**src/rtl/serial_mag_compare_ctrl_pkg.sv**
```systemverilog
// Shared state encodings and chain-seed constants for the serial magnitude comparator.
package serial_mag_compare_ctrl_pkg;

  typedef enum logic [1:0] {
    ST_IDLE = 2'd0,
    ST_RUN  = 2'd1,
    ST_DONE = 2'd2
  } state_e;

  localparam logic EQ_SEED = 1'b1;
  localparam logic GT_SEED = 1'b0;

endpackage

```
**src/rtl/serial_mag_compare_ctrl_comp_2.sv**
```systemverilog
// 2-bit cascaded compare cell: folds one operand pair into the running eq/gt chain.
module comp_2 (
  input  logic       eq_i,
  input  logic       gt_i,
  input  logic [1:0] in1_i,
  input  logic [1:0] in2_i,
  output logic       eq_o,
  output logic       gt_o
);

  logic pair_eq;
  logic pair_gt;

  assign pair_eq = (in1_i == in2_i);
  assign pair_gt = (in1_i[1] & ~in2_i[1]) |
                   (~(in1_i[1] ^ in2_i[1]) & in1_i[0] & ~in2_i[0]);

  // A higher pair that already decided the result masks every lower pair.
  assign eq_o = eq_i & pair_eq;
  assign gt_o = gt_i | (eq_i & pair_gt);

endmodule

```
**src/rtl/serial_mag_compare_ctrl.sv**
```systemverilog
// Serial magnitude comparator: walks one shared comp_2 cell from the MSB pair down.
module serial_mag_compare_ctrl
  import serial_mag_compare_ctrl_pkg::*;
#(
  parameter int WIDTH      = 32,
  parameter bit EARLY_EXIT = 1'b1
) (
  input  logic             clk_i,
  input  logic             reset_i,
  input  logic             start_i,
  input  logic             signed_cmp_i,
  input  logic [WIDTH-1:0] a_i,
  input  logic [WIDTH-1:0] b_i,
  output logic             busy_o,
  output logic             done_o,
  output logic             eq_o,
  output logic             gt_o,
  output logic             lt_o
);

  localparam int NPAIR = WIDTH / 2;
  localparam int IW    = ($clog2(NPAIR) > 1) ? $clog2(NPAIR) : 1;
  localparam logic [IW-1:0]    IDX_TOP = IW'(NPAIR - 1);
  localparam logic [WIDTH-1:0] MSB     = {1'b1, {(WIDTH-1){1'b0}}};

  if (WIDTH < 2 || (WIDTH % 2) != 0) begin : g_bad_width
    $error("serial_mag_compare_ctrl: WIDTH must be even and >= 2");
  end

  state_e           state_q, state_d;
  logic [WIDTH-1:0] op_a_q, op_a_d, op_b_q, op_b_d;
  logic [IW-1:0]    idx_q, idx_d;
  logic             eq_acc_q, eq_acc_d, gt_acc_q, gt_acc_d;
  logic             eq_q, eq_d, gt_q, gt_d, lt_q, lt_d;
  logic [1:0]       pair_a, pair_b;
  logic             c_eq, c_gt;

  always_comb begin
    pair_a = '0;
    pair_b = '0;
    for (int p = 0; p < NPAIR; p++) begin
      if (idx_q == IW'(p)) begin
        pair_a = op_a_q[2*p +: 2];
        pair_b = op_b_q[2*p +: 2];
      end
    end
  end

  comp_2 u_comp_2 (
    .eq_i  (eq_acc_q),
    .gt_i  (gt_acc_q),
    .in1_i (pair_a),
    .in2_i (pair_b),
    .eq_o  (c_eq),
    .gt_o  (c_gt)
  );

  always_comb begin
    state_d  = state_q;
    op_a_d   = op_a_q;
    op_b_d   = op_b_q;
    idx_d    = idx_q;
    eq_acc_d = eq_acc_q;
    gt_acc_d = gt_acc_q;
    eq_d     = eq_q;
    gt_d     = gt_q;
    lt_d     = lt_q;
    case (state_q)
      ST_IDLE: begin
        if (start_i) begin
          // Flipping both sign bits maps two's-complement order onto unsigned order.
          op_a_d   = signed_cmp_i ? (a_i ^ MSB) : a_i;
          op_b_d   = signed_cmp_i ? (b_i ^ MSB) : b_i;
          eq_acc_d = EQ_SEED;
          gt_acc_d = GT_SEED;
          idx_d    = IDX_TOP;
          state_d  = ST_RUN;
        end
      end
      ST_RUN: begin
        eq_acc_d = c_eq;
        gt_acc_d = c_gt;
        idx_d    = idx_q - 1'b1;
        if (idx_q == '0 || (EARLY_EXIT && !c_eq)) begin
          // Results are loaded as DONE is entered so they are valid alongside done_o.
          eq_d    = c_eq;
          gt_d    = c_gt;
          lt_d    = ~c_eq & ~c_gt;
          state_d = ST_DONE;
        end
      end
      ST_DONE: state_d = ST_IDLE;
      default: state_d = ST_IDLE;
    endcase
  end

  always_ff @(posedge clk_i) begin
    if (reset_i) begin
      state_q  <= ST_IDLE;
      op_a_q   <= '0;
      op_b_q   <= '0;
      idx_q    <= '0;
      eq_acc_q <= 1'b0;
      gt_acc_q <= 1'b0;
      eq_q     <= 1'b0;
      gt_q     <= 1'b0;
      lt_q     <= 1'b0;
    end else begin
      state_q  <= state_d;
      op_a_q   <= op_a_d;
      op_b_q   <= op_b_d;
      idx_q    <= idx_d;
      eq_acc_q <= eq_acc_d;
      gt_acc_q <= gt_acc_d;
      eq_q     <= eq_d;
      gt_q     <= gt_d;
      lt_q     <= lt_d;
    end
  end

  assign busy_o = (state_q != ST_IDLE);
  assign done_o = (state_q == ST_DONE);
  assign eq_o   = eq_q;
  assign gt_o   = gt_q;
  assign lt_o   = lt_q;

  a_chain_legal: assert property (@(posedge clk_i) disable iff (reset_i)
    !(eq_acc_q && gt_acc_q));

endmodule

```
**config.mk**
```make
export PLATFORM = sky130hd
export DESIGN_NAME = serial_mag_compare_ctrl
export DESIGN_NICKNAME = d
export VERILOG_FILES = /design/src/rtl/serial_mag_compare_ctrl_pkg.sv /design/src/rtl/serial_mag_compare_ctrl_comp_2.sv /design/src/rtl/serial_mag_compare_ctrl.sv
export SDC_FILE = /design/constraint.sdc
export NUM_CORES = 1
export LEC_CHECK = 0
export ABC_AREA = 1
export CAP_MARGIN = 20
export CORE_ASPECT_RATIO = 1.2
export CORE_MARGIN = 8
export CORE_UTILIZATION = 45
export CTS_BUF_LIST = sky130_fd_sc_hd__clkbuf_8
export DETAILED_ROUTE_END_ITERATION = 16
export DONT_BUFFER_PORTS = 1
export SYNTH_ARGS = -nofsm -noshare
export SYNTH_HDL_FRONTEND = slang
export SYNTH_SLANG_ARGS = --single-unit
```
**constraint.sdc**
```tcl
create_clock -name clk_i -period 5.8 [get_ports clk_i]
set_clock_uncertainty 0.1 [all_clocks]
set_input_delay 1.45 -clock clk_i [delete_from_list [all_inputs] [get_ports clk_i]]
set_output_delay 1.45 -clock clk_i [all_outputs]
set_load 0.02 [all_outputs]
```
==> reports/results.txt, run 1 <==
Worst setup EP type: flop
Rel. slew slack: 0.614
I/O Pins: 73
Initial Util: 0.462
Root Buffer: clkbuf_8
R2R Path End: gt_o
register area: 1500 um^2
post-route cell area: 3750 um^2
reg2reg setup slack: 2.44 ns
HPWL Detailed: 6220 um
Clock transition at path regs: 0.07 ns
Crit-path slowest cell: dfxtp_1
pin count of the biggest net entering global routing: 74
row cnt: 35
H-tree depth: 3
ratio of final minimum period to clock period: 0.579
Max FO, Critical Path: 7
Core Area: 7620 um^2
leakage: 1.67 nW
Arrival @ worst endpoint: 3.51 ns
Max Cap Viol: 0
post-route setup TNS: 0 ns
pre-CTS setup slack: 2.42 ns
PwrDens: 347 nW/um^2
number of buffers created by CTS: 9
vias in the first global route: 3120
cts repair resizes: 0
RSZ-0062 raised after global routing: no
most common cell after layout, fill and taps aside: nor2_1
DRC viols: 0
Clock Path Buffers: 2
Syn Std Cell Area: 3520 um^2
hold depth: 2
final slew viol count: 0
GRT Residual Overflow: 0
die area: 10900 um^2
Ant. Diodes: 0
Hold WC Path Type: reg2reg
Skew-Pair Late Insertion Delay: 0.35 ns
Critical Path RT: 5.95 ns
initial antenna violation count: 0
most used cell, CP: nand2_1
#FFs+latches synth: 75
worst r2r src: idx_q[1]
Setup Crit Path Kind: reg2reg
CTS hold repair buffers: 0
syn_nets: 602
Max VDD drop: 0.000165 V
post-synthesis average cell area: 6.66 um^2
Pre-antenna DRT Iters: 6
setup ws final: 2.44 ns
synthesis warning total: 0
Fin Hold WS: 0.363 ns
multi-input logic area: 1770 um^2
DIE HEIGHT: 113 um
worst hold start: op_b_q[31]
worst r2r path cells: 28
most frequent cells in the layout: 156 x nor2_1, 82 x nand2_1, 75 x dfxtp_1, 73 x o21ai_0, 36 x inv_1
# nets final: 595
Via density: 5.07
final hold vios: 0
Worst Hold Endpoint: op_b_q[31]
Final Util: 0.493
IO buf count: 0
post-synthesis cell type count: 32
worst slew pin tran: 0.579 ns
Total GRT Usage: 0.160
drt total wl: 8570 um
Post-Syn Instances: 529
first-pass GRT wire length: 14600 um
setup violators final: 0
layout cells sized above 1: 0.0686
routability cong.: 0.820
1st-iter DRT viols: 105
Die X: 96.7 um
fmax: 0.298 GHz
postcts setup bufs: 0
Critical Path Start Type: flop
clock sink count: 75
area delta synth->final: 6.65%
area of placed instances: 3570 um^2
CTS tree: yes
fillers: 841
via count: 3130
max incr delay on CP: 0.34 ns
status: finished clean
Avg WL per Cell: 13.9 um
Tmin final: 3.36 ns
register area share after synthesis: 0.426
post-route ant nets: 0
## state kept, by name, indices dropped and copies added, names as in the netlist
name / cells
op_b_q: 32
eq_acc_q: 1
state_q: 2
gt_acc_q: 1
lt_o: 1
gt_o: 1
idx_q: 4
op_a_q: 32
eq_o: 1
## layer usage
metal | track usage | part of all wire | vias to the layer above
met4 | 0.0750 | 0.022 | 0
met3 | 0.0396 | 0.035 | 17
li1 | - | - | 1676
met1 | 0.184 | 0.46 | 1383
met5 | 0 | 0 | -
met2 | 0.271 | 0.48 | 54
## synthesized netlist by cell type, drive strengths merged
cell,number,area (um^2)
a22oi,1,7.51
a21oi,19,98.9
o21bai,1,7.51
dfxtp,75,1500
a221oi,2,17.5
nand2,87,337
buf,2,15.0
a31oi,3,18.8
nand4,3,18.8
nor4,1,6.26
clkinv,3,11.3
o211ai,4,30.0
nor3,3,15.0
o21ai,74,370
clkbuf,19,71.3
ha,5,62.6
nand3b,1,7.51
xor2,2,17.5
a211oi,2,15.0
nor2,159,609
o22ai,1,6.26
nand3,19,110
or2,2,12.5
inv,41,154
## report_power, final
part	total [mW]	leakage (nW)	switching [mW]	internal (mW)
combinational	0.327	0.960	0.211	0.116
clock	0.356	0.0885	0.184	0.172
sequential	0.622	0.622	0.0439	0.578
## layout make-up
cell class              count  area share
multi-input cells         389       0.472
flip-flops and latches     75       0.400
inverters                  44      0.0440
clock buffers              11      0.0403
well taps                  92      0.0307
repair buffers              3     0.00933
clock inverters             3     0.00433
## stage by stage
step           std cells  total power, mW
2_1_floorplan        529            0.890
3_3_place_gp         602            0.954
3_5_place_dp         602            0.963
4_1_cts              616             1.32
5_1_grt              617             1.40
6_report             617             1.30
## critical path, delay by kind of cell (launching register included)
family	cells	cell delay [ns]
compound gates	7	0.80
fa+ha+maj	2	0.53
buf+inv	3	0.33
flops	1	0.34
simple gates	16	1.17
## kinds of logic after synthesis
logic type / share of synthesized area
buf+inv: 0.0714
xor+xnor: 0.00498
flops: 0.426
fa+ha+maj: 0.0178
compound gates: 0.162
simple gates: 0.317
## how the worst max path moves through the flow
stage	start	to	slack [ns]
final	idx_q[1]	gt_o	2.44
after global routing	idx_q[1]	lt_o	2.04
after CTS	idx_q[1]	lt_o	2.44
after detailed placement	start_i	idx_q[1]	2.42
after global placement	start_i	idx_q[1]	2.51
after floorplan	idx_q[1]	gt_o	2.85
Note: power is estimated with default switching activity, not from simulation.
==> run 2, diff against run 1 <==
Clock period 5.8 ns to 3.45 ns, I/O delays scaled along.
==> run 2 against run 1 <==
Final cell count grew 0.97%. Utilization grew 0.94 points. Via count grew 1.2%. Worst hold slack gained 0.0076 ns. Critical path depth is the same. Critical path type unchanged. Largest cell class unchanged.
==> reports/results.txt, run 2 (same netlist as run 1, synthesis figures left out) <==
Via density: 5.08 (+0.21%)
row cnt: 35 (unchanged)
vias in the first global route: 3101 (-0.61%)
post-route cell area: 3830 um^2 (+1.9%)
Arrival @ worst endpoint: 3.23 ns (-0.28 ns)
worst r2r src: idx_q[1]
Setup crit end: gt_o
Power Internal: 1.45 mW (+68%)
post-route setup TNS: 0 ns (unchanged)
hold depth: 2 (unchanged)
Tmin final: 3.09 ns (-0.269 ns)
Top Registers: op_a_q: 32 flops, op_b_q: 32 flops, idx_q: 4 flops
combinational share of power: 0.261 (+0.010)
Setup Crit Path Kind: reg2reg
Max FO, Critical Path: 5 (-2)
Root Buffer: clkbuf_8
pin count of the biggest net entering global routing: 73 (-1.4%)
status: finished clean
Ant. Diodes: 0 (unchanged)
initial antenna violation count: 0 (unchanged)
DIE HEIGHT: 113 um (unchanged)
first-pass GRT wire length: 14200 um (-2.6%)
Critical Path Start Type: flop
register share of total power: 0.480 (+0.004)
1st-iter DRT viols: 148 (+41%)
H-tree depth: 3 (unchanged)
Initial Util: 0.462 (unchanged)
via count: 3167 (+1.2%)
worst slew pin tran: 0.706 ns (+0.128 ns)
most used cell, CP: nand2_1
area delta synth->final: 8.67%
post-route ant nets: 0 (unchanged)
CTS hold repair buffers: 0 (unchanged)
worst hold start: op_b_q[31]
reg2reg setup slack: 0.36 ns (-2.08 ns)
layout cells sized above 1: 0.0998 (+0.0312)
Worst Path Buf+Inv: 3 (unchanged)
CP startpoint: idx_q[1]
Hold WC Path Type: reg2reg
# nets final: 600 (+0.84%)
Clock transition at path regs: 0.07 ns (about the same)
HPWL Detailed: 6120 um (-1.6%)
most frequent cells in the layout: 156 x nor2_1, 82 x nand2_1, 71 x o21ai_0, 71 x dfxtp_1, 34 x inv_1
CTS tree: yes
number of buffers created by CTS: 9 (unchanged)
most common cell after layout, fill and taps aside: nor2_1
critical path depth: 28 (unchanged)
P_sw: 748 uW (+70%)
Clk pwr share: 0.259 (-0.014)
final slew viol count: 0 (unchanged)
Pre-antenna DRT Iters: 4 (-2)
final hold vios: 0 (unchanged)
clock sink count: 75 (unchanged)
leakage: 1.70 nW (+1.5%)
Crit path max-delay family: simple AND/OR/NAND/NOR gates
Die X: 96.7 um (unchanged)
Max Cap Viol: 0 (unchanged)
Clock Path Buffers: 2 (unchanged)
fmax: 0.324 GHz (+8.7%)
setup ws final: 0.363 ns (-2.08 ns)
PwrDens: 575 nW/um^2 (+65%)
Worst setup EP type: flop
routability cong.: 0.818 (-0.22%)
Fin Hold WS: 0.370 ns (+0.00762 ns)
R2R Path End: gt_o
IO buf count: 0 (unchanged)
Total GRT Usage: 0.156 (-0.00360)
Skew-Pair Late Insertion Delay: 0.34 ns (about the same)
sw frac: 0.340 (+0.00305)
Rel. slew slack: 0.528 (-0.0857)
drt total wl: 8530 um (-0.43%)
max incr delay on CP: 0.35 ns (about the same)
Max VDD drop: 0.000270 V (+64%)
DRC viols: 0 (unchanged)
I/O Pins: 73 (unchanged)
GRT Residual Overflow: 0 (unchanged)
pre-CTS setup slack: 0.168 ns (-2.25 ns)
area of placed instances: 3580 um^2 (+0.42%)
Critical Path RT: 3.59 ns (-2.36 ns)
die area: 10900 um^2 (unchanged)
setup violators final: 0 (unchanged)
Avg WL per Cell: 13.7 um (-1.4%)
Crit-path slowest cell: dfxtp_2
ratio of final minimum period to clock period: 0.895 (+0.316)
worst r2r path cells: 28 (unchanged)
Core Area: 7620 um^2 (unchanged)
[run 2: how the worst min path moves through the flow]
stage,to
2_1_floorplan,op_a_q[27]
3_3_place_gp,op_b_q[31]
3_5_place_dp,op_b_q[31]
4_1_cts,op_b_q[31]
5_1_grt,op_b_q[31]
6_report,op_b_q[31]
[run 2: cell type report]
type                            count  area [um^2]
Fill cell                         814         3790
Multi-Input combinational cell    389         1810
Sequential cell                    75         1510
Inverter                           44          171
Clock buffer                       10          138
Tap cell                           92          115
Timing Repair Buffer                8         60.1
Clock inverter                      5         22.5
[run 2: worst register-to-register path, delay by kind of cell, from the launching register on]
kind	cells	cell delay, ns
fa+ha+maj	2	0.47
buf+inv	3	0.28
flops	1	0.35
compound gates	7	0.75
simple gates	16	1.04
[run 2: repair_timing]
action | CTS | global route
resized for setup | 0 | 18
buffers inserted | 0 | 4
endpoints found under the setup margin | 0 | 7
[run 2: metrics by stage]
stage / instances / power, mW / utilization
final: 623 / 2.20 / 0.502
after global routing: 623 / 2.37 / 0.502
after global placement: 604 / 1.60 / 0.470
after floorplan: 529 / 1.50 / -
after detailed placement: 604 / 1.62 / 0.470
after CTS: 619 / 2.18 / 0.491
[run 2: routing by layer]
layer / track usage / vias to the layer above / part of all wire
met5: 0 / - / 0
li1: - / 1686 / -
met1: 0.189 / 1410 / 0.46
met4: 0.0822 / 0 / 0.027
met3: 0.0317 / 16 / 0.031
met2: 0.255 / 55 / 0.48
[run 2: power by group through the flow]
| stage | Clock [mW] | Sequential, mW | Combinational [mW] |
|---|---|---|---|
| 2_1_floorplan | 0 | 1.04 | 0.456 |
| 3_3_place_gp | 0 | 1.07 | 0.538 |
| 4_1_cts | 0.584 | 1.05 | 0.552 |
| 6_report | 0.570 | 1.06 | 0.575 |
| 5_1_grt | 0.626 | 1.07 | 0.675 |
| 3_5_place_dp | 0 | 1.07 | 0.550 |
==> run 3, diff against run 2 <==
Settings changed: CORE_ASPECT_RATIO 1.2 to 1.4, GPL_TIMING_DRIVEN from default to 0.
==> run 3 against run 2 <==
Wire length increased by 13%. Combinational power up 21%. Via count up 5.0%. Critical path depth grew 1. Utilization is 2.1 points higher. Clock power is 8.9% higher. Worst hold slack about the same.
==> reports/results.txt, run 3 (same netlist as run 1, synthesis figures left out) <==
status: finished clean
1st-iter DRT viols: 158 (+6.8%)
drt total wl: 9680 um (+13%)
DIE HEIGHT: 121 um (+6.9%)
initial antenna violation count: 0 (unchanged)
Max Cap Viol: 0 (unchanged)
routability cong.: 0.851 (+4.0%)
GRT Residual Overflow: 0 (unchanged)
# nets final: 623 (+3.8%)
Skew-Pair Late Insertion Delay: 0.35 ns (about the same)
Die X: 90.8 um (-6.2%)
Clock transition at path regs: 0.08 ns (about the same)
Final Util: 0.523 (+0.0209)
Ant. Diodes: 0 (unchanged)
worst r2r path cells: 29 (+3.6%)
row cnt: 38 (+8.6%)
clock sink count: 75 (unchanged)
Worst Hold Endpoint: op_a_q[27]
Top Registers: op_a_q: 32 flops, op_b_q: 32 flops, idx_q: 4 flops
Tmin final: 3.27 ns (+0.187 ns)
number of buffers created by CTS: 9 (unchanged)
first-pass GRT wire length: 15000 um (+5.5%)
IO buf count: 0 (unchanged)
worst r2r src: idx_q[1]
Pre-antenna DRT Iters: 4 (unchanged)
Setup Crit Path Kind: reg2reg
DRC viols: 0 (unchanged)
vias in the first global route: 3126 (+0.81%)
I/O Pins: 73 (unchanged)
reg2reg setup slack: 0.18 ns (-0.19 ns)
max incr delay on CP: 0.36 ns (about the same)
hold depth: 2 (unchanged)
ratio of final minimum period to clock period: 0.949 (+0.0543)
Layout Cells excl Fill: 654 (+5.0%)
RSZ-0062 raised after global routing: yes
Root Buffer: clkbuf_8
CTS tree: yes
Total GRT Usage: 0.172 (+0.0158)
layout cells sized above 1: 0.117 (+0.0175)
Rel. slew slack: 0.648 (+0.119)
via count: 3324 (+5.0%)
Via density: 5.08 (about the same)
cell count after placement: 629 (+4.1%)
pre-CTS setup slack: -0.0899 ns (-0.257 ns)
R2R Path End: gt_o
PwrDens: 590 nW/um^2 (+2.5%)
die area: 11000 um^2 (+0.26%)
Clock Path Buffers: 2 (unchanged)
Critical Path RT: 3.61 ns (+0.02 ns)
H-tree depth: 3 (unchanged)
setup ws final: 0.175 ns (-0.187 ns)
Max FO, Critical Path: 4 (-1)
HPWL Detailed: 7300 um (+19%)
setup violators final: 0 (unchanged)
worst slew pin tran: 0.528 ns (-0.178 ns)
Initial Util: 0.460 (-0.00211)
leakage: 1.75 nW (+3.3%)
most common cell after layout, fill and taps aside: nor2_1
Avg WL per Cell: 14.8 um (+8.1%)
Hold WC Path Type: reg2reg
final slew viol count: 0 (unchanged)
area delta synth->final: 13.7%
post-route ant nets: 0 (unchanged)
most frequent cells in the layout: 155 x nor2_1, 79 x nand2_1, 72 x dfxtp_1, 70 x o21ai_0, 33 x inv_1
Arrival @ worst endpoint: 3.43 ns (+0.20 ns)
Core Area: 7650 um^2 (+0.46%)
Max VDD drop: 0.000296 V (+9.4%)
fillers: 810 (-0.49%)
pin count of the biggest net entering global routing: 12 (-84%)
Worst setup EP type: flop
worst hold start: op_a_q[27]
Crit-path slowest cell: dfxtp_4
final hold vios: 0 (unchanged)
most used cell, CP: nand2_1
Critical Path Start Type: flop
fmax: 0.305 GHz (-5.7%)
run 3: changes by cell type in the layout (fill, tap and decap cells not counted), sizes merged:
cell and change:
inv -1, clkbuf +21, buf +4, clkinv -1
run 3: worst max-delay path by stage:
stage               startpoint  endpoint  slack (ns)  cells after the start
floorplan             idx_q[1]      gt_o        0.50                     28
global placement      idx_q[1]      lt_o       -0.05                     27
detailed placement    idx_q[1]      gt_o       -0.09                     28
CTS                   idx_q[1]      gt_o        0.02                     28
global route          idx_q[1]      lt_o       -0.09                     28
finish                idx_q[1]      gt_o        0.18                     29
run 3: final cells by class:
type | instances | area, um^2 | area share
well taps | 100 | 125 | 0.0313
repair buffers | 10 | 75.1 | 0.0188
plain buffers | 21 | 86.3 | 0.0216
clock buffers | 12 | 165 | 0.0412
flip-flops and latches | 75 | 1510 | 0.377
clock inverters | 3 | 13.8 | 0.00344
inverters | 44 | 171 | 0.0428
multi-input cells | 389 | 1860 | 0.464
run 3: critical path, delay by kind of cell, from the launching register on:
family          cells  cell delay [ns]
flops               1             0.36
simple gates       20             1.54
compound gates      5             0.55
buf+inv             2             0.20
fa+ha+maj           2             0.44
run 3: routing by layer:
layer / share of wire / global-route usage
met1: 0.42 / 0.198
met2: 0.51 / 0.290
met3: 0.049 / 0.0378
met4: 0.026 / 0.0940
met5: 0 / 0
run 3: per-stage QoR:
stage          instance area, um^2  power [mW]  hold slack, ns  setup TNS, ns
2_1_floorplan                 3520        1.50           0.330              0
3_3_place_gp                  3650        1.63           0.345        -0.0905
3_5_place_dp                  3650        1.64           0.349         -0.172
4_1_cts                       3830        2.26           0.364              0
5_1_grt                       4000        2.51           0.382         -0.267
6_report                      4000        2.36           0.370              0
run 3: repair_timing:
action	CTS	global route
gates resized for setup	2	28
setup buffers	0	10
pin swaps	0	14
hold buffers	0	0
setup endpoints to repair	2	7
run 3: power by group:
part           switching (mW)  total (mW)  leakage (nW)  internal (mW)
sequential             0.0705        1.04         0.623          0.973
clock                   0.309       0.621        0.0994          0.311
combinational           0.433       0.696          1.03          0.263
